File: src/rtl/alu_pkg.sv
// Constants shared by the ALU datapath stages (half adder, full adder, 3-bit adder).
package alu_pkg;
    localparam int ALU_SYNC_STAGES_DEFAULT = 2;
    localparam int ALU_OPERAND_WIDTH       = 3;
endpackage

File: src/rtl/dff_sync.sv
// Single-bit multi-flop synchronizer; only the first flop may see the asynchronous input.
module dff_sync
    import alu_pkg::*;
#(
    parameter int SYNC_STAGES = ALU_SYNC_STAGES_DEFAULT
) (
    input  logic clk,
    input  logic rst_n,
    input  logic in_sync,
    output logic sync_out
);
    logic [SYNC_STAGES-1:0] chain;

    always_ff @(posedge clk) begin
        if (!rst_n) chain <= '0;
        else        chain <= {chain[SYNC_STAGES-2:0], in_sync};
    end

    assign sync_out = chain[SYNC_STAGES-1];
endmodule

File: src/rtl/half_adder_sync.sv
// Clocked half adder: per-bit synchronizers, registered sum/carry and a
// saturating counter that flags when the pipeline holds only post-reset samples.
module half_adder_sync
    import alu_pkg::*;
#(
    parameter int WIDTH       = 1,
    parameter int SYNC_STAGES = ALU_SYNC_STAGES_DEFAULT
) (
    input  logic             clk,
    input  logic             rst_n,
    input  logic [WIDTH-1:0] in_a,
    input  logic [WIDTH-1:0] in_b,
    output logic [WIDTH-1:0] s_out,
    output logic [WIDTH-1:0] c_out,
    output logic             out_valid
);
    localparam int CNT_MAX = SYNC_STAGES + 1;
    localparam int CNT_W   = $clog2(CNT_MAX + 1);

    logic [WIDTH-1:0]   a_s;
    logic [WIDTH-1:0]   b_s;
    logic [2*WIDTH-1:0] ha;
    logic [CNT_W-1:0]   cnt;

    // Lanes are independent: result is {carry, sum} with no inter-lane carry.
    function automatic logic [2*WIDTH-1:0] half_adder_core(
        input logic [WIDTH-1:0] a,
        input logic [WIDTH-1:0] b
    );
        return {a & b, a ^ b};
    endfunction

    for (genvar i = 0; i < WIDTH; i++) begin : g_lane
        dff_sync #(.SYNC_STAGES(SYNC_STAGES)) u_sync_a (
            .clk     (clk),
            .rst_n   (rst_n),
            .in_sync (in_a[i]),
            .sync_out(a_s[i])
        );
        dff_sync #(.SYNC_STAGES(SYNC_STAGES)) u_sync_b (
            .clk     (clk),
            .rst_n   (rst_n),
            .in_sync (in_b[i]),
            .sync_out(b_s[i])
        );
    end

    assign ha = half_adder_core(a_s, b_s);

    always_ff @(posedge clk) begin
        if (!rst_n) begin
            s_out <= '0;
            c_out <= '0;
        end else begin
            s_out <= ha[WIDTH-1:0];
            c_out <= ha[2*WIDTH-1:WIDTH];
        end
    end

    always_ff @(posedge clk) begin
        if (!rst_n)                   cnt <= '0;
        else if (cnt != CNT_W'(CNT_MAX)) cnt <= cnt + 1'b1;
    end

    assign out_valid = (cnt == CNT_W'(CNT_MAX));
endmodule

File: config.mk
export PLATFORM = sky130hd
export DESIGN_NAME = half_adder_sync
export DESIGN_NICKNAME = d
export VERILOG_FILES = /design/src/rtl/alu_pkg.sv /design/src/rtl/dff_sync.sv /design/src/rtl/half_adder_sync.sv
export SDC_FILE = /design/constraint.sdc
export NUM_CORES = 1
export LEC_CHECK = 0
export CAP_MARGIN = 15
export CORE_AREA = 2 2 39 41
export DETAILED_ROUTE_END_ITERATION = 6
export DIE_AREA = 0 0 41 43
export GPL_ROUTABILITY_DRIVEN = 1
export PLACE_DENSITY_LB_ADDON = 0.2
export SYNTH_ARGS = -nofsm -noshare
export SYNTH_HDL_FRONTEND = slang
export SYNTH_HIERARCHICAL = 1
export SYNTH_SLANG_ARGS = --single-unit
File: constraint.sdc
create_clock -name clk -period 2.4 [get_ports clk]
set_input_delay 0.24 -clock clk [delete_from_list [all_inputs] [get_ports clk]]
set_output_delay 0.24 -clock clk [all_outputs]
set_load 0.01 [all_outputs]
==> metrics.md <==
| Metric | Value |
|---|---|
| Chip height | `about 43 um` |
| Total length of routed wires | `approximately 320 um` |
| PwrDens | `roughly 770 mW/mm2` |
| Total power | `0.286 mW` |
| Grt peak-use layer | `met3` |
| Hold Crit Class | `reg -> reg` |
| Finished Layout Cells | `46` |
| Setup TNS | `0 ns` |
| Register Area | `approximately 160 um2` |
| Max Slew Vio Count | `0` |
| Syn Std Cell Area | `between 200 and 300 um2` |
| Min-delay src | `g_lane[0].u_sync_b/chain[0]` |
| Worst-path clk slew | `roughly 0.05 ns` |
| Final setup margin | `~0.86 ns` |
| Number of remaining DRC errors | `0` |
| Nets | `39` |
| CP Max Fanout | `3` |
| Layout cells sized above 1 | `about 10%` |
| Sequential fraction of the synthesis area | `60.1%` |
| First drt pass iteration count | `2` |
| Worst skew pair latency | `0.25 ns` |
| M1 GR Usage | `under 10%` |
| IO Pins | `7` |
| Setup CP Type | `reg -> out` |
| #FFs+latches synth | `8` |
| Crit end category | `primary output` |
| Area growth from synthesis to layout | `38.5%` |
| Synth unique cells | `6` |
| WP buf/inv | `1` |
| Global route overflow | `0` |
| F_max | `around 650 MHz` |
| Core ar. | `~0.0014 mm2` |
| Total number of vias | `163` |
| CP Cell Sequence | `ha_1 -> clkdlybuf4s50_1` |
| Initial antenna violation count | `0` |
| Area occupied by multi-input gates | `roughly 110 um2` |
| Fin crit share | `between 60 and 70%` |
| Utilization after layout | `a little over a quarter` |
| Worst Path Arrival | `between 1 and 1.5 ns` |
| Most frequent cells in the layout | `8 x dfxtp_1, 7 x and2_1, 6 x clkdlybuf4s50_1` |
| CP delay by family, top | `buffers and inverters` |
| Global-route wire length before repair | `about 540 um` |
| Sink Count | `8` |
| Post_cts resized | `0` |
| Avg Synthesized Cell Area | `about 13 um2` |
| Post-placement cell count | `43` |
| Initial Utilization | `approximately a fifth` |
| Area after DPL | `around 350 um2` |
| Max Cap Viol | `0` |
| Slowest-stage cell, CP | `clkdlybuf4s50_1` |
| Die ar. | `between 0.0015 and 0.002 mm2` |
| CTS buffer count | `3` |
| Worst-Margin Slew | `roughly 0.19 ns` |
| Met3 Track Usage GR | `9.42%` |
| H-tree depth | `1` |
| Crit path from | `cnt[0]` |
| Global-route usage over all layers | `under 10%` |
| Met2 GRT Util | `under 10%` |
| Min Tclk post-route | `1.54 ns` |
| CP Launch Type | `register` |
| Dpl ws | `1.11 ns` |
| Post-CTS Setup Bufs | `0` |
| Fin. Hold Viols | `0` |
| Yosys Warn Count | `6` |
| Vias/cell | `between 3 and 4` |
| Max Clock Skew | `0.00316 ns` |
| Largest net degree at the start of global routing | `9` |
| DR WL/cell | `around 7 um` |
| Peak supply drop | `0.258 mV` |
| Status | `complete, no violations` |
| Site row count | `14` |
| RSZ-0062 raised after global routing | `no` |
| Synth top area share | `approximately 60%` |
| Commonest non-fill, non-tap cell in the layout | `dfxtp_1` |
| Relative max-transition margin | `87.5%` |
| Vias in the first global route | `about 150` |
| Fillers | `150` |
| Die width | `just over 40 um` |
| Post-route ant nets | `0` |
| Post-CTS Hold Buffers | `0` |
| IO Port Bufs | `6` |
| Final Wtd Congestion | `0.576` |
| Leakage | `roughly 0.16 nW` |
| N_diodes | `0` |
| DR iter-0 viols | `1` |
| CTS root buffer | `clkbuf_4` |
| Crit path required time | `around 2.2 ns` |
| Gate Count Post-Synth | `21` |
| Fin Hold WS | `0.428 ns` |
| Crit-path max cell delay | `0.52 ns` |
| Top cells by area, synth | `dfxtp_1 60%, and2_1 16%, ha_1 14%` |
| CTS tree | `built` |
| Yosys top cell by area | `dfxtp_1` |
| Critical register-to-register path startpoint | `cnt[0]` |
| Syn_nets | `28` |
| Max Buffers Root-to-Sink | `2` |
| Endpoints failing setup | `0` |
| Post-route cell area | `around 370 um2` |
## power by group
part	internal, mW	switching, mW	leakage, nW	total [mW]
clock network	0.0568	0.0399	0.0138	0.0967
registers	0.145	0.00738	0.0660	0.152
logic	0.0238	0.0129	0.0757	0.0366
total	0.226	0.0601	0.156	0.286
## worst reg2reg max path: cells and delay by family, from the launching register on
| family | cells | cell delay, ns |
|---|---|---|
| flip-flops | 1 | 0.33 |
| adder cells (fa/ha/maj) | 1 | 0.24 |
| AND/OR/NAND/NOR | 1 | 0.15 |
| XOR/XNOR | 1 | 0.13 |
## synth_stat cells (all sizes together)
cell type	n
ha	3
dfxtp	8
mux2i	1
nor2b	1
xnor2	1
and2	7
## path summary, 6_finish.rpt
| check | cells after the start | endpoint | slack (ns) |
|---|---|---|---|
| worst min register to register | 1 | g_lane[0].u_sync_b/chain[1] | 0.43 |
| worst max register to register | 3 | cnt[0] | 1.44 |
| worst max-delay path | 2 | out_valid | 0.86 |
| worst min-delay path | 1 | g_lane[0].u_sync_b/chain[1] | 0.43 |
## registers in the layout, indices dropped and copies added, names as in the netlist
| name | flops |
|---|---|
| g_lane.u_sync_a/chain | 2 |
| g_lane.u_sync_b/chain | 2 |
| c_out | 1 |
| s_out | 1 |
| cnt | 2 |
## cell families after synthesis
kind of cell	Yosys count	share of synthesized area (%)
simple gates	8	18.8
flops	8	60.1
fa+ha+maj	3	14.1
xor+xnor	1	3.29
mux	1	3.76
## routing by layer
metal,vias to the layer above,share of wire [%]
met5,-,0
met4,0,0
met3,0,17
met2,9,46
met1,70,37
li1,84,-
## layout make-up
type	count	share of cell area [%]
tap	16	5.42
sequential	8	43.4
timing repair buffer	6	16.3
clock buffer	3	6.10
multi-input combinational	13	28.8
Power figures use the tool's default switching activity.
